### config.mk
export PLATFORM = sky130hd
export DESIGN_NAME = bill_slab_accumulator_flat
export DESIGN_NICKNAME = d
export VERILOG_FILES = /design/src/rtl/bill_slab_accumulator_pkg.sv /design/src/rtl/bill_slab_accumulator_if.sv /design/src/rtl/bill_slab_accumulator_mag_gt_cmp.sv /design/src/rtl/bill_slab_accumulator.sv /design/src/flat_wrapper.sv
export SDC_FILE = /design/constraint.sdc
export NUM_CORES = 1
export LEC_CHECK = 0
export CELL_PAD_IN_SITES_DETAIL_PLACEMENT = 0
export CELL_PAD_IN_SITES_GLOBAL_PLACEMENT = 1
export CORE_MARGIN = 2
export CORE_UTILIZATION = 42
export CTS_CLUSTER_DIAMETER = 30
export DETAILED_ROUTE_END_ITERATION = 12
export PLACE_DENSITY_LB_ADDON = 0.1
export SYNTH_ARGS = -nofsm -noshare
export SYNTH_HDL_FRONTEND = slang
export SYNTH_SLANG_ARGS = --single-unit
### constraint.sdc
create_clock -name clk -period 4.85 [get_ports clk]
set_clock_uncertainty 0.2 [all_clocks]
set_input_delay 0.7275 -clock clk [delete_from_list [all_inputs] [get_ports clk]]
set_output_delay 0.7275 -clock clk [all_outputs]
set_load 0.02 [all_outputs]
### src/rtl/bill_slab_accumulator_pkg.sv
// Tariff tables, FSM state encoding and default widths shared by the
// bill slab accumulator, its handshake interface and the testbench.
// Optional feature macro: BILL_FIXED_CHARGE_EN (uses FIXED_CHARGE below).
package bill_pkg;

    localparam int UNIT_W_DEF    = 13;
    localparam int AMT_W_DEF     = 17;
    localparam int NUM_SLABS_DEF = 4;

    typedef enum logic [1:0] {
        IDLE = 2'd0,
        CALC = 2'd1,
        DONE = 2'd2
    } state_t;

    // Slab widths in units; the last slab is unbounded, so its width is never compared.
    localparam logic [NUM_SLABS_DEF-1:0][UNIT_W_DEF-1:0] SLAB_WIDTH =
        {13'd0, 13'd200, 13'd200, 13'd100};

    // Per-unit rate of each slab.
    localparam logic [NUM_SLABS_DEF-1:0][3:0] SLAB_RATE =
        {4'd8, 4'd5, 4'd3, 4'd2};

    // Cost of a fully consumed slab (width * rate); the unbounded slab is never full.
    localparam logic [NUM_SLABS_DEF-1:0][AMT_W_DEF-1:0] SLAB_COST = {
        17'd0,
        AMT_W_DEF'(SLAB_WIDTH[2] * SLAB_RATE[2]),
        AMT_W_DEF'(SLAB_WIDTH[1] * SLAB_RATE[1]),
        AMT_W_DEF'(SLAB_WIDTH[0] * SLAB_RATE[0])
    };

    // Flat charge added to every bill when BILL_FIXED_CHARGE_EN is defined.
    localparam logic [AMT_W_DEF-1:0] FIXED_CHARGE = 17'd50;

endpackage

### src/rtl/bill_slab_accumulator_if.sv
// Request/response handshake between the meter-reading stage, the bill
// slab accumulator and the bill formatter.
interface bill_slab_accumulator_if #(
    parameter int UNIT_W = 13,
    parameter int AMT_W  = 17
);
    logic              in_valid;
    logic              in_ready;
    logic [UNIT_W-1:0] units;
    logic              out_valid;
    logic              out_ready;
    logic [AMT_W-1:0]  amount;
    logic [1:0]        slab_idx;

    modport master (
        output in_valid,
        output units,
        output out_ready,
        input  in_ready,
        input  out_valid,
        input  amount,
        input  slab_idx
    );

    modport slave (
        input  in_valid,
        input  units,
        input  out_ready,
        output in_ready,
        output out_valid,
        output amount,
        output slab_idx
    );
endinterface

### src/rtl/bill_slab_accumulator_mag_gt_cmp.sv
// Combinational unsigned a > b magnitude comparator built from per-bit
// gates: a bit position decides the result when all higher bits are equal.
module mag_gt_cmp #(
    parameter int W = 13
) (
    input  logic [W-1:0] a,
    input  logic [W-1:0] b,
    output logic         gt
);

    logic gt_s;
    logic eq_s;

    // Scan from MSB to LSB, carrying "higher bits equal" and "already greater".
    always_comb begin
        gt_s = 1'b0;
        eq_s = 1'b1;
        for (int i = W - 1; i >= 0; i--) begin
            gt_s = gt_s | (eq_s & a[i] & ~b[i]);
            eq_s = eq_s & ~(a[i] ^ b[i]);
        end
    end

    assign gt = gt_s;

endmodule

### src/rtl/bill_slab_accumulator.sv
// Sequential tariff engine: walks the tariff slabs one per cycle, adding a
// full slab cost while the remaining units exceed the slab width, then the
// partial cost of the last slab touched. Result leaves over valid/ready.
// Optional feature macro: BILL_FIXED_CHARGE_EN adds FIXED_CHARGE to amount.
module bill_slab_accumulator
    import bill_pkg::*;
#(
    parameter int UNIT_W    = UNIT_W_DEF,
    parameter int AMT_W     = AMT_W_DEF,
    parameter int NUM_SLABS = NUM_SLABS_DEF
) (
    input logic                    clk,
    input logic                    rst_n,
    bill_slab_accumulator_if.slave bus
);

    state_t            state_r;
    state_t            state_s;

    logic [UNIT_W-1:0] rem_r;
    logic [AMT_W-1:0]  acc_r;
    logic [1:0]        idx_r;

    logic              in_ready_r;
    logic              out_valid_r;
    logic [AMT_W-1:0]  amount_r;
    logic [1:0]        slab_idx_r;

    logic              accept_s;
    logic              step_s;
    logic              finish_s;
    logic              load_s;
    logic              release_s;
    logic              gt_s;
    logic              not_last_s;
    logic [UNIT_W-1:0] width_s;
    logic [AMT_W-1:0]  prod_s [NUM_SLABS];
    logic [AMT_W-1:0]  result_s;

    // Multiply by a constant rate using only shifted adds of the set rate bits.
    function automatic logic [AMT_W-1:0] rate_mul(input logic [UNIT_W-1:0] val,
                                                   input logic [3:0]        rate);
        logic [AMT_W-1:0] sum;
        sum = {AMT_W{1'b0}};
        for (int b = 0; b < 4; b++) begin
            if (rate[b]) begin
                sum = sum + (AMT_W'(val) << b);
            end else begin
                sum = sum;
            end
        end
        return sum;
    endfunction

    assign width_s    = SLAB_WIDTH[idx_r];
    assign not_last_s = (idx_r != 2'(NUM_SLABS - 1));

    mag_gt_cmp #(
        .W (UNIT_W)
    ) u_gt (
        .a  (rem_r),
        .b  (width_s),
        .gt (gt_s)
    );

    // One constant-rate product per slab; the active slab picks one below.
    for (genvar g = 0; g < NUM_SLABS; g++) begin : g_prod
        assign prod_s[g] = rate_mul(rem_r, SLAB_RATE[g]);
    end

`ifdef BILL_FIXED_CHARGE_EN
    assign result_s = acc_r + FIXED_CHARGE;
`else
    assign result_s = acc_r;
`endif

    // FSM state register.
    always_ff @(posedge clk or negedge rst_n) begin
        if (!rst_n) begin
            state_r <= IDLE;
        end else begin
            state_r <= state_s;
        end
    end

    // FSM next-state and datapath strobes.
    always_comb begin
        state_s   = state_r;
        accept_s  = 1'b0;
        step_s    = 1'b0;
        finish_s  = 1'b0;
        load_s    = 1'b0;
        release_s = 1'b0;
        case (state_r)
            IDLE: begin
                if (bus.in_valid && in_ready_r) begin
                    accept_s = 1'b1;
                    state_s  = CALC;
                end else begin
                    state_s  = IDLE;
                end
            end
            CALC: begin
                if (not_last_s && gt_s) begin
                    step_s   = 1'b1;
                    state_s  = CALC;
                end else begin
                    finish_s = 1'b1;
                    state_s  = DONE;
                end
            end
            DONE: begin
                if (!out_valid_r) begin
                    load_s    = 1'b1;
                    state_s   = DONE;
                end else if (bus.out_ready) begin
                    release_s = 1'b1;
                    state_s   = IDLE;
                end else begin
                    state_s   = DONE;
                end
            end
            default: begin
                state_s = IDLE;
            end
        endcase
    end

    // Remaining units, running amount and slab index for the walk.
    always_ff @(posedge clk or negedge rst_n) begin
        if (!rst_n) begin
            rem_r <= {UNIT_W{1'b0}};
            acc_r <= {AMT_W{1'b0}};
            idx_r <= 2'd0;
        end else if (accept_s) begin
            rem_r <= bus.units;
            acc_r <= {AMT_W{1'b0}};
            idx_r <= 2'd0;
        end else if (step_s) begin
            rem_r <= rem_r - width_s;
            acc_r <= acc_r + SLAB_COST[idx_r];
            idx_r <= idx_r + 2'd1;
        end else if (finish_s) begin
            acc_r <= acc_r + prod_s[idx_r];
        end
    end

    // Registered handshake outputs; results are held until taken downstream.
    always_ff @(posedge clk or negedge rst_n) begin
        if (!rst_n) begin
            in_ready_r  <= 1'b0;
            out_valid_r <= 1'b0;
            amount_r    <= {AMT_W{1'b0}};
            slab_idx_r  <= 2'd0;
        end else begin
            in_ready_r <= (state_s == IDLE);
            if (load_s) begin
                out_valid_r <= 1'b1;
                amount_r    <= result_s;
                slab_idx_r  <= idx_r;
            end else if (release_s) begin
                out_valid_r <= 1'b0;
            end
        end
    end

    assign bus.in_ready  = in_ready_r;
    assign bus.out_valid = out_valid_r;
    assign bus.amount    = amount_r;
    assign bus.slab_idx  = slab_idx_r;

endmodule
### src/flat_wrapper.sv
// flat-port wrapper written by rule: the top's interface ports become plain ports
module bill_slab_accumulator_flat import bill_pkg::*;
#(
    parameter int UNIT_W    = UNIT_W_DEF,
    parameter int AMT_W     = AMT_W_DEF,
    parameter int NUM_SLABS = NUM_SLABS_DEF
)
  (clk, rst_n, bus_in_valid, bus_units, bus_out_ready, bus_in_ready, bus_out_valid, bus_amount, bus_slab_idx);
  bill_slab_accumulator_if #(.UNIT_W(UNIT_W), .AMT_W(AMT_W)) bus_i ();
  input logic clk;
  input logic rst_n;
  input wire logic [$bits(bus_i.in_valid)-1:0] bus_in_valid;
  input wire logic [$bits(bus_i.units)-1:0] bus_units;
  input wire logic [$bits(bus_i.out_ready)-1:0] bus_out_ready;
  output wire logic [$bits(bus_i.in_ready)-1:0] bus_in_ready;
  output wire logic [$bits(bus_i.out_valid)-1:0] bus_out_valid;
  output wire logic [$bits(bus_i.amount)-1:0] bus_amount;
  output wire logic [$bits(bus_i.slab_idx)-1:0] bus_slab_idx;
  assign bus_i.in_valid = bus_in_valid;
  assign bus_i.units = bus_units;
  assign bus_i.out_ready = bus_out_ready;
  assign bus_in_ready = bus_i.in_ready;
  assign bus_out_valid = bus_i.out_valid;
  assign bus_amount = bus_i.amount;
  assign bus_slab_idx = bus_i.slab_idx;
  bill_slab_accumulator #(.UNIT_W(UNIT_W), .AMT_W(AMT_W), .NUM_SLABS(NUM_SLABS)) u_core (.clk(clk), .rst_n(rst_n), .bus(bus_i));
endmodule
==> results of run 1 <==
sequential cells by signal, summed over array words and instances, names as in the netlist:
name	count
u_core.acc_r	17
u_core.bus.amount	17
u_core.rem_r	13
u_core.bus.slab_idx	2
u_core.idx_r	2
u_core.state_r	2
u_core.bus.in_ready	1
u_core.bus.out_valid	1
how the worst max path moves through the flow:
| stage | end | slack [ns] | cells past startpoint |
|---|---|---|---|
| final | u_core.acc_r[11]$_DFFE_PN0P_ | 0.23 | 17 |
| after global routing | u_core.acc_r[11]$_DFFE_PN0P_ | -0.004 | 17 |
| after CTS | u_core.acc_r[14]$_DFFE_PN0P_ | 0.14 | 17 |
| after detailed placement | u_core.acc_r[14]$_DFFE_PN0P_ | 0.15 | 17 |
| after global placement | u_core.acc_r[14]$_DFFE_PN0P_ | 0.26 | 18 |
| after floorplan | u_core.acc_r[14]$_DFFE_PN0P_ | 0.05 | 22 |
stage by stage:
step | cells | instance area [um2] | setup WS (ns) | hold WS, ns | TNS, ns
floorplan | 536 | 4850 | 0.0477 | 0.232 | 0
global placement | 714 | 5440 | 0.262 | 0.261 | 0
detailed placement | 714 | 5440 | 0.149 | 0.285 | 0
CTS | 721 | 5600 | 0.136 | 0.295 | 0
global route | 724 | 5640 | -0.00362 | 0.320 | -0.00362
finish | 724 | 5640 | 0.228 | 0.284 | 0
cells by family after synthesis:
kind of cell / after synthesis
compound gates: 167
simple gates: 153
fa+ha+maj: 60
flops: 55
buf+inv: 36
mux: 35
xor+xnor: 30
cell usage in the layout (no fill, tap or decap), types with 4 or more instances in the layout:
cell / instances
sky130_fd_sc_hd__nand2_1: 58
sky130_fd_sc_hd__ha_1: 54
sky130_fd_sc_hd__dfrtp_1: 53
sky130_fd_sc_hd__o21ai_0: 46
sky130_fd_sc_hd__clkdlybuf4s50_1: 36
sky130_fd_sc_hd__a21oi_1: 35
sky130_fd_sc_hd__nor2_1: 34
sky130_fd_sc_hd__mux2_2: 24
sky130_fd_sc_hd__xnor2_1: 19
sky130_fd_sc_hd__buf_4: 19
sky130_fd_sc_hd__inv_1: 17
sky130_fd_sc_hd__nand3_1: 17
sky130_fd_sc_hd__a211oi_1: 12
sky130_fd_sc_hd__o21a_1: 12
sky130_fd_sc_hd__a21o_1: 11
sky130_fd_sc_hd__xor2_1: 11
sky130_fd_sc_hd__nor3_1: 9
sky130_fd_sc_hd__nand2b_1: 7
sky130_fd_sc_hd__nor2b_1: 7
sky130_fd_sc_hd__mux4_2: 6
sky130_fd_sc_hd__o211ai_1: 6
sky130_fd_sc_hd__o21ai_1: 5
sky130_fd_sc_hd__o21bai_1: 5
sky130_fd_sc_hd__mux2i_1: 5
sky130_fd_sc_hd__clkbuf_16: 5
sky130_fd_sc_hd__or2_2: 4
cell type report:
type	instances	area [um2]	share of cell area, %
multi-input combinational	445	3340	59.2
clock buffer	5	125	2.22
clock inverter	2	37.5	0.665
sequential	55	1380	24.4
tap	143	179	3.17
inverter	17	63.8	1.13
timing repair buffer	57	519	9.20
synthesized netlist by cell type (all sizes together) (3+ instances only):
| cell | number | area (um2) |
|---|---|---|
| a211oi | 14 | 115 |
| a21o | 12 | 91.3 |
| a21oi | 38 | 198 |
| a31oi | 3 | 18.8 |
| buf | 7 | 46.3 |
| clkbuf | 12 | 45.0 |
| dfrtp | 55 | 1380 |
| fa | 4 | 80.1 |
| ha | 56 | 701 |
| inv | 17 | 63.8 |
| mux2 | 24 | 270 |
| mux2i | 5 | 50.1 |
| mux4 | 6 | 135 |
| nand2 | 58 | 218 |
| nand2b | 7 | 43.8 |
| nand3 | 17 | 85.1 |
| nand4 | 3 | 18.8 |
| nor2 | 34 | 128 |
| nor2b | 7 | 43.8 |
| nor3 | 9 | 45.0 |
| nor4 | 3 | 18.8 |
| o211ai | 6 | 45.0 |
| o21a | 12 | 90.1 |
| o21ai | 52 | 264 |
| o21bai | 5 | 37.5 |
| o31ai | 5 | 56.3 |
| or2 | 4 | 25.0 |
| or3 | 3 | 18.8 |
| xnor2 | 19 | 166 |
| xor2 | 11 | 96.3 |
timing repair:
action	4_1_cts	5_1_grt
hold buffers	0	0
buffers inserted	0	3
setup endpoints to repair	0	5
resized for setup	0	9
metal layers:
metal,global-route usage [%],vias up,share of wire (%)
met5,0,-,0
met4,5.60,0,1.5
met3,3.06,13,3.5
met2,34.7,73,47
met1,29.3,1951,48
li1,-,2063,-
==> run summary, run 1 <==
The share of synthesized cell area in and, or, nand and nor gates came out at 14.5%. At the later pin of the worst-skew pair, clock insertion delay measures 0.30 ns. After technology mapping, the gate count stands at 536. The worst slew margin relative to its limit came out at 46.0%. Grouping stages by cell kind, the critical path spends the most delay in compound AO/OA/AOI/OAI gates. The die covers 12400 um2.

After Yosys synthesis, full adders, half adders and majority gates account for 16.1% of the synthesized area. The signal on the critical path passes through ha_1 > fa_1 > a211oi_1 > nor2_1 > o21a_1 > nor2_1 > xnor2_1 > mux4_2 > mux2_2 > ha_1 > a2111oi_1 > o21ai_0 > o21ai_0 > o41a_1 > buf_4 > xor2_1 > o21ai_0. Data on the critical path is required at its endpoint by 4.82 ns. The TritonCTS clock tree is done. The register bit count reported by yosys came out at 55. After detailed routing, the average wire length per cell comes to 17.3 um. The count of endpoints failing hold in the final timing report came out at 0. The wire length of the first global-routing pass is 21.3 mm.

The filler cells instantiated in the layout total 1096. The type of origin of the critical path is a flop. After the first detailed-routing iteration, the DRC count stood at 281.

The post-synthesis to final-layout area growth came out at 16.7%. The post-route clock period utilization is 95.3%. The synthesized netlist devotes 5.43% of its cell area to XOR and XNOR gates. The routed layout has 4100 vias. The die boundary height is 111 um.

The count of buffers inserted at the top-level ports is 37. The worst setup path is captured at a flop. The most numerous cell type found on the critical path is sky130_fd_sc_hd__o21ai_0.

The number of antenna diodes in the final layout is 0. The path with the worst hold slack has its endpoint at u_core.acc_r[16]$_DFFE_PN0P_. The actual transition at the worst max-transition pin is 0.808 ns. The routed design has 12.6 mm of wire. The initialized floorplan defines 39 standard-cell rows. The number of buffers created by CTS is 5.

Along the worst path, the maximum fanout reaches 7. After synthesis the cells add up to 4840 um2. The number of distinct standard cells referenced by the synthesized netlist is 61. The worst register-to-register path has a setup slack of 0.23 ns. The pin count of the biggest net entering global routing is 56. The sum of net half-perimeters after detailed placement came out at 9.59 mm. The max-capacitance violation count is 0. The worst setup path is of the reg -> reg kind.

The number of global-route vias before repair is 4208. The maximum cell stage delay along the critical path is 0.47 ns. The initial standard-cell utilization of the core is 42.7%.

The fraction of registers with async set/reset is 100%. The tightest min-delay check is of the reg -> reg type. On the critical path, the stage with the largest delay is an instance of sky130_fd_sc_hd__mux4_2. The synthesized netlist devotes 22.8% of its cell area to compound gates. The count of antenna-violating nets left after detailed routing is 0. The core region is 11300 um2. The flow ran to the end, and the final reports show no timing, DRC or antenna violations.

The first-pass iteration count of the detailed router came out at 4. The flip-flop cell with the highest count after synthesis is sky130_fd_sc_hd__dfrtp_1. The final global-route overflow total is 0. The multiplexer share of the synthesized area came out at 9.42%.

CTS placed an instance of sky130_fd_sc_hd__clkbuf_16 at the clock tree root. Measured along the x axis, the die boundary spans 111 um. A synthesized cell averages 9.02 um2. The post-CTS clock slew at the launch and capture registers of the worst setup and hold paths came out at 0.08 ns. The maximum level of the CTS H-tree came out at 2. Data arrives at the worst endpoint at 4.59 ns. By area, the combinational part of the netlist is dominated by compound AO/OA/AOI/OAI gates.

The total of endpoints with negative setup slack in the final report came out at 0. The post-route minimum period came out at 4.62 ns. In this run the most critical hold path is launched from u_core.acc_r[16]$_DFFE_PN0P_.

The post-route netlist has 13.6% of its cells at a drive strength greater than 1. The most critical setup path has its startpoint at u_core.rem_r[0]$_DFFE_PN0P_. The post-route DRC violation count is 0. The buffers plus inverters on the worst setup path came out at 1. Counting instances, the worst hold path has a depth of 1. The synthesized netlist net count is 613. The number of nets in the finished design is 658.

The length in cells of the worst reg-to-reg path came out at 17. The maximum clock path buffer count came out at 2. The fmax is 216 MHz. Yosys printed 0 warnings. The number of enable flip-flop cells after synthesis is 0. The final weighted congestion of routability-driven global placement came out at 0.838.

The share of synthesized area occupied by flip-flops and latches is 28.5%. The number of ports placed on the die boundary came out at 38. The worst register-to-register path begins at u_core.rem_r[0]$_DFFE_PN0P_. The number of pins with negative max-slew slack in the final report came out at 0.

For this run, the share of the core covered by cells in the final layout is 49.9%. The number of antenna violations at the first check in global routing is 0. The all-layer global routing usage came out at 21.1%.

The routed via count divided by cell count came out at 5.66. The number of clock sinks is 55. In this run the critical register-to-register path is captured at u_core.acc_r[11]$_DFFE_PN0P_.
Power of run 1 is not shown: default switching activity piles up to over one toggle a cycle in this logic, so the estimate is an artifact.
==> run 2: changes to the inputs <==
==> constraint.sdc (replaced) <==
create_clock -name clk -period 4.85 [get_ports clk]
set_clock_uncertainty 0.2 [all_clocks]
set_input_delay 1.455 -clock clk [delete_from_list [all_inputs] [get_ports clk]]
set_output_delay 1.455 -clock clk [all_outputs]
set_load 0.02 [all_outputs]
==> run 2 against run 1 <==
  * Fmax grew 1.0%
  * Global-route usage grew 0.64 points
  * Core utilization shrank 0.066 points
  * Routed wire length grew 2.0%
  * Flip-flop and latch count is the same
  * Sequential share of layout area is essentially flat
  * Clock-buffer cell count grew 1
  * Critical path depth shrank 1
  * Die area is the same
  * Register-to-register slack gained 0.05 ns
==> run summary, run 2 (synthesized netlist as in run 1, its figures left out) <==
The diode insertion count for antenna repair is 0 (unchanged). In this run the most critical hold path is launched from u_core.acc_r[16]$_DFFE_PN0P_. The wire length of the first global-routing pass is 21.9 mm (+2.7%). STA classifies the critical path endpoint as a flop. The first-pass iteration count of the detailed router came out at 4 (unchanged). The total of endpoints with negative setup slack in the final report came out at 0 (unchanged). The post-route DRC violation count is 0 (unchanged). The core footprint is 11300 um2 (unchanged).

Traced cell by cell, the critical path runs through ha_1 > fa_1 > a21oi_1 > o21ai_0 > a21oi_1 > xnor2_1 > mux4_2 > inv_1 > o21ai_0 > ha_1 > a2111o_1 > o2111a_2 > o21ai_2 > a21boi_1 > or3_1 > a32o_1. The total routed wirelength is 12.8 mm (+2.0%). The post-CTS clock slew at the launch and capture registers of the worst setup and hold paths came out at 0.08 ns (about the same). The number of antenna violations at the first check in global routing was 0 (unchanged). The fmax is 219 MHz (+1.0%). The number of clock sinks is 55 (unchanged). The number of nets in the finished design is 656 (-0.30%). The buffers plus inverters on the worst setup path is 1 (unchanged).

The die boundary height came out at 111 um (unchanged). The arrival time at the worst endpoint is 4.58 ns (about the same). The number of buffers created by CTS came out at 5 (unchanged). Leaving out fill and tap cells, the most frequent cell in the layout is sky130_fd_sc_hd__nand2_1.

The site row count came out at 39 (unchanged). The die width was 111 um (unchanged). The pin count of the biggest net entering global routing is 31 (-45%). The worst setup path is launched from a flop. TritonCTS built the clock tree. The post-synthesis to final-layout area growth is 16.5%. The maximum cell stage delay along the critical path is 0.49 ns (+0.02 ns). Broken down by cell family, the worst path's largest delay share belongs to compound AO/OA/AOI/OAI gates. The routed via count divided by cell count is 5.82 (+2.8%). The cell sitting at the root of the clock tree is a sky130_fd_sc_hd__clkbuf_16. The sum of net half-perimeters after detailed placement is 9.88 mm (+3.1%). The maximum level of the CTS H-tree came out at 2 (unchanged).

The first-iteration detailed-routing DRC count was 255 (-9.3%). The total number of vias came out at 4211 (+2.7%). The clock network latency to the later pin of the worst-skew pair came out at 0.31 ns (about the same). The number of ports placed on the die boundary came out at 38 (unchanged). The total die area is 12400 um2 (unchanged). The number of pins with negative max-slew slack in the final report is 0 (unchanged). The count of buffers inserted at the top-level ports came out at 37 (unchanged). The maximum fanout along the worst path was 9 (+2).

The final weighted congestion of routability-driven global placement is 0.897 (+7.1%). The post-route minimum period is 4.58 ns (-0.0471 ns). The all-layer global routing usage is 21.7% (+0.64 points).

The final global-route overflow total is 0 (unchanged). The run finished with clean final reports. The share of cells above drive strength 1 came out at 13.6% (+0.023 points). The top cell types in the final layout, fill and taps aside, are 58 x sky130_fd_sc_hd__nand2_1, 55 x sky130_fd_sc_hd__ha_1, 53 x sky130_fd_sc_hd__dfrtp_1, 47 x sky130_fd_sc_hd__o21ai_0. The count of endpoints failing hold in the final timing report is 0 (unchanged).

Tracing the worst setup path back leads to its startpoint at u_core.rem_r[1]$_DFFE_PN0P_. The slowest stage of the critical path belongs to the cell sky130_fd_sc_hd__dfrtp_2. The worst reg-to-reg setup slack came out at 0.27 ns (+0.05 ns). The count of fill cells added during filler insertion was 1082 (-1.3%). The routed length per instance is 17.7 um (+2.1%). The post-route clock period utilization is 94.3% (-0.97 points). The actual transition at the worst max-transition pin came out at 0.897 ns (+0.0893 ns). Setup repair after global routing left no endpoint under its margin.

The number of global-route vias before repair came out at 4266 (+1.4%). The setup TNS is 0 ns (unchanged). The worst slew margin relative to its limit came out at 40.0% (-6.0 points). The count of antenna-violating nets left after detailed routing was 0 (unchanged). The class of the most critical hold timing path is reg -> reg.

The worst register-to-register path begins at u_core.rem_r[1]$_DFFE_PN0P_. The required time at the endpoint of the critical path was 4.86 ns (+0.04 ns). The initial standard-cell utilization of the core came to 42.7% (unchanged). The maximum clock path buffer count is 2 (unchanged). The max-capacitance violation count is 0 (unchanged). The worst setup path is of the reg -> reg kind. The number of hold buffers added after cts came out at 0 (unchanged).
run 2: what timing repair did:
action / 4_1_cts / 5_1_grt
buffers inserted: 0 / 2
gates resized for setup: 0 / 8
endpoints found under the setup margin: 0 / 7
run 2: cell type report:
cell class              instances  area [um2]  area share [%]
clock buffers                   6         139            2.46
flip-flops and latches         55        1380            24.5
inverters                      17        63.8            1.13
well taps                     143         179            3.17
repair buffers                 55         513            9.10
multi-input cells             445        3350            59.4
clock inverters                 2        16.3           0.289
run 2: path summary, 6_finish.rpt:
kind                                                     end  cells past startpoint
max                             u_core.acc_r[14]$_DFFE_PN0P_                     16
min                             u_core.acc_r[16]$_DFFE_PN0P_                      1
max reg2reg                     u_core.acc_r[14]$_DFFE_PN0P_                     16
min reg2reg                     u_core.acc_r[16]$_DFFE_PN0P_                      1
max in group asynchronous  u_core.bus.amount[13]$_DFFE_PN0P_                      2
min in group asynchronous        u_core.idx_r[1]$_DFFE_PN0N_                      1
run 2: per-layer routing:
metal / part of all wire, % / wire length, um / global-route usage, %
met4: 2.2 / 285 / 7.00
met5: 0 / 0 / 0
met3: 4.2 / 541 / 3.88
met2: 46 / 5920 / 35.1
met1: 47 / 6060 / 29.8
run 2: through the flow:
step | util [%] | hold WS (ns) | cell area, um2 | setup slack [ns] | cells
floorplan | - | 0.243 | 4850 | 0.0477 | 536
global placement | 48.0 | 0.264 | 5430 | 0.256 | 713
detailed placement | 48.0 | 0.271 | 5430 | 0.169 | 713
CTS | 49.3 | 0.281 | 5590 | 0.154 | 721
global route | 49.8 | 0.300 | 5640 | 0.00854 | 723
finish | 49.8 | 0.279 | 5640 | 0.275 | 723
run 2: worst register-to-register path, cell delays in order, from the launching register on:
cell	delay, ns
sky130_fd_sc_hd__dfrtp_2	0.49
sky130_fd_sc_hd__ha_1	0.27
sky130_fd_sc_hd__fa_1	0.42
sky130_fd_sc_hd__a21oi_1	0.25
sky130_fd_sc_hd__o21ai_0	0.12
sky130_fd_sc_hd__a21oi_1	0.18
sky130_fd_sc_hd__xnor2_1	0.07
sky130_fd_sc_hd__mux4_2	0.48
sky130_fd_sc_hd__inv_1	0.07
sky130_fd_sc_hd__o21ai_0	0.08
sky130_fd_sc_hd__ha_1	0.31
sky130_fd_sc_hd__a2111o_1	0.44
sky130_fd_sc_hd__o2111a_2	0.29
sky130_fd_sc_hd__o21ai_2	0.15
sky130_fd_sc_hd__a21boi_1	0.08
sky130_fd_sc_hd__or3_1	0.31
sky130_fd_sc_hd__a32o_1	0.25
Power of run 2 is left out for the same reason.
==> run 3: changes to the inputs <==
--- a/config.mk
+++ b/config.mk
@@ -11,6 +11,7 @@
 export CORE_UTILIZATION = 42
 export CTS_CLUSTER_DIAMETER = 30
 export DETAILED_ROUTE_END_ITERATION = 12
+export GPL_ROUTABILITY_DRIVEN = 0
 export PLACE_DENSITY_LB_ADDON = 0.1
 export SYNTH_ARGS = -nofsm -noshare
 export SYNTH_HDL_FRONTEND = slang
==> run 3 against run 2 <==
  * Worst setup slack better by 0.039 ns
  * First-iteration DRC count up 25%
  * Final cell count unchanged
  * Register-to-register slack better by 0.04 ns
  * Non-clock buffer count stayed put
  * Clock-buffer cell count did not move
  * Cell area is 0.29% lower
  * Critical endpoint unchanged
  * Highest routed layer unchanged
==> run summary, run 3 (synthesized netlist as in run 1, its figures left out) <==
The run finished with clean final reports. The required time at the endpoint of the critical path came to 4.86 ns (about the same). The pre-CTS setup slack is 0.200 ns (+0.0308 ns).

The worst slew margin relative to its limit is 43.8% (+3.8 points). The first-pass iteration count of the detailed router came out at 5 (+1). The pin count of the biggest net entering global routing is 30 (-3.2%).

The count of antenna-violating nets left after detailed routing was 0 (unchanged). The number of buffers created by CTS came out at 5 (unchanged). STA classifies the critical path startpoint as a flop. The number of ports placed on the die boundary is 38 (unchanged).

The count of buffers inserted at the top-level ports is 37 (unchanged). The count of endpoints failing hold in the final timing report is 0 (unchanged). The share of cells above drive strength 1 came out at 13.1% (-0.52 points). The post-CTS clock slew at the launch and capture registers of the worst setup and hold paths is 0.08 ns (about the same).

The TritonCTS clock tree is done. The post-route DRC violation count came out at 0 (unchanged). The die boundary height was 111 um (unchanged). The number of pins with negative max-slew slack in the final report is 0 (unchanged). The number of clock sinks is 55 (unchanged). The routed length per instance came out at 17.5 um (-1.5%). The total of endpoints with negative setup slack in the final report was 0 (unchanged).

The arrival time at the worst endpoint came out at 4.54 ns (-0.04 ns). The fmax is 220 MHz (+0.87%). The all-layer global routing usage came out at 21.6% (-0.18 points). The number of global-route vias before repair came out at 4116 (-3.5%). The setup slack of the critical path after layout is 0.314 ns (+0.0394 ns).

The site row count is 39 (unchanged). Compared with the post-synthesis result, the final layout area differs by 16.2%. The total die area is 12400 um2 (unchanged).

The die width came out at 111 um (unchanged). The actual transition at the worst max-transition pin came out at 0.841 ns (-0.0561 ns). The maximum level of the CTS H-tree is 2 (unchanged). The total routed wirelength came out at 12.6 mm (-1.5%). The routed via count divided by cell count was 5.72 (-1.7%). The number of nets in the finished design was 656 (unchanged).

The final global-route overflow total is 0 (unchanged). The sum of net half-perimeters after detailed placement is 9.61 mm (-2.8%). The class of the most critical hold timing path is reg -> reg. The top cell types in the final layout, fill and taps aside, are 58 x sky130_fd_sc_hd__nand2_1, 55 x sky130_fd_sc_hd__ha_1, 55 x sky130_fd_sc_hd__dfrtp_1, 47 x sky130_fd_sc_hd__o21ai_0, 36 x sky130_fd_sc_hd__clkdlybuf4s50_1. The max-capacitance violation count is 0 (unchanged). The core footprint came out at 11300 um2 (unchanged).

The wire length of the first global-routing pass came out at 21.5 mm (-1.7%). The number of antenna violations at the first check in global routing came to 0 (unchanged). The first-iteration detailed-routing DRC count came to 320 (+25%). The root buffer cell chosen for the clock tree is sky130_fd_sc_hd__clkbuf_16. The maximum fanout along the worst path came out at 7 (-2). The diode insertion count for antenna repair was 0 (unchanged). The total number of vias is 4139 (-1.7%). The post-route minimum period was 4.54 ns (-0.0394 ns). The clock network latency to the later pin of the worst-skew pair is 0.31 ns (about the same).

The endpoint kind of the worst setup timing path is a flop. The critical path is of the reg -> reg type. The leading cell type in the layout, fill and taps excluded is sky130_fd_sc_hd__nand2_1.

The post-route clock period utilization is 93.5% (-0.81 points). The maximum clock path buffer count came out at 2 (unchanged). The initial standard-cell utilization of the core is 42.7% (unchanged).
run 3: cell count changes in the layout (fill, tap and decap cells not counted):
| cell | previous run | this run |
|---|---|---|
| sky130_fd_sc_hd__dfrtp_1 | 53 | 55 |
| sky130_fd_sc_hd__dfrtp_2 | 2 | 0 |
| sky130_fd_sc_hd__a2111oi_0 | 1 | 2 |
| sky130_fd_sc_hd__a2111oi_2 | 1 | 0 |
| sky130_fd_sc_hd__a21oi_1 | 36 | 35 |
| sky130_fd_sc_hd__a21oi_2 | 2 | 3 |
| sky130_fd_sc_hd__buf_12 | 1 | 0 |
| sky130_fd_sc_hd__buf_6 | 0 | 1 |
| sky130_fd_sc_hd__fa_1 | 2 | 3 |
| sky130_fd_sc_hd__fa_2 | 2 | 1 |
run 3: worst paths after layout:
kind,to,depth (start not counted),startpoint,slack (ns)
hold reg to reg,u_core.acc_r[16]$_DFFE_PN0P_,1,u_core.acc_r[16]$_DFFE_PN0P_,0.28
max in group asynchronous,u_core.acc_r[13]$_DFFE_PN0P_,2,rst_n,2.64
setup reg to reg,u_core.acc_r[14]$_DFFE_PN0P_,18,u_core.idx_r[0]$_DFFE_PN0N_,0.31
hold / removal,u_core.acc_r[16]$_DFFE_PN0P_,1,u_core.acc_r[16]$_DFFE_PN0P_,0.28
setup / recovery,u_core.acc_r[14]$_DFFE_PN0P_,18,u_core.idx_r[0]$_DFFE_PN0N_,0.31
min in group asynchronous,u_core.acc_r[0]$_DFFE_PN0P_,1,rst_n,0.98
run 3: layer usage:
metal / track usage, % / up-vias / share of wire, %
met5: 0 / - / 0
met4: 5.76 / 0 / 1.8
met3: 3.44 / 16 / 4.2
met2: 34.7 / 86 / 46
met1: 30.4 / 1971 / 48
li1: - / 2066 / -
run 3: per-stage QoR:
step	setup TNS (ns)	utilization (%)	hold WS [ns]	area (um2)	cells
5_1_grt	-0.00375	49.6	0.320	5620	723
3_3_place_gp	0	48.0	0.257	5440	714
3_5_place_dp	0	48.0	0.277	5440	714
6_report	0	49.6	0.281	5620	723
4_1_cts	0	49.4	0.286	5590	722
2_1_floorplan	0	-	0.243	4850	536
run 3: critical path, stage by stage, from the launching register on:
cell	delay, ns
sky130_fd_sc_hd__dfrtp_1	0.39
sky130_fd_sc_hd__inv_1	0.08
sky130_fd_sc_hd__ha_1	0.33
sky130_fd_sc_hd__inv_1	0.17
sky130_fd_sc_hd__ha_4	0.24
sky130_fd_sc_hd__a41oi_1	0.19
sky130_fd_sc_hd__o211ai_1	0.11
sky130_fd_sc_hd__o31ai_2	0.39
sky130_fd_sc_hd__a211oi_4	0.14
sky130_fd_sc_hd__buf_4	0.16
sky130_fd_sc_hd__or2_2	0.30
sky130_fd_sc_hd__ha_1	0.33
sky130_fd_sc_hd__o21ai_0	0.16
sky130_fd_sc_hd__nor2_1	0.12
sky130_fd_sc_hd__o2111a_2	0.31
sky130_fd_sc_hd__o21ai_2	0.16
sky130_fd_sc_hd__a21boi_1	0.08
sky130_fd_sc_hd__or3_1	0.31
sky130_fd_sc_hd__a32o_1	0.25
run 3: layout make-up:
class | count | area [um2]
multi-input cells | 445 | 3340
fillers | 1104 | 5700
repair buffers | 55 | 504
clock inverters | 2 | 16.3
well taps | 143 | 179
flip-flops and latches | 55 | 1380
clock buffers | 6 | 139
inverters | 17 | 63.8
run 3: repair_timing:
item                                    4_1_cts  5_1_grt
buffers inserted                              0        1
endpoints found under the setup margin        0        2
gates resized for setup                       0        5
hold buffers                                  0        0
Power of run 3 is left out for the same reason.
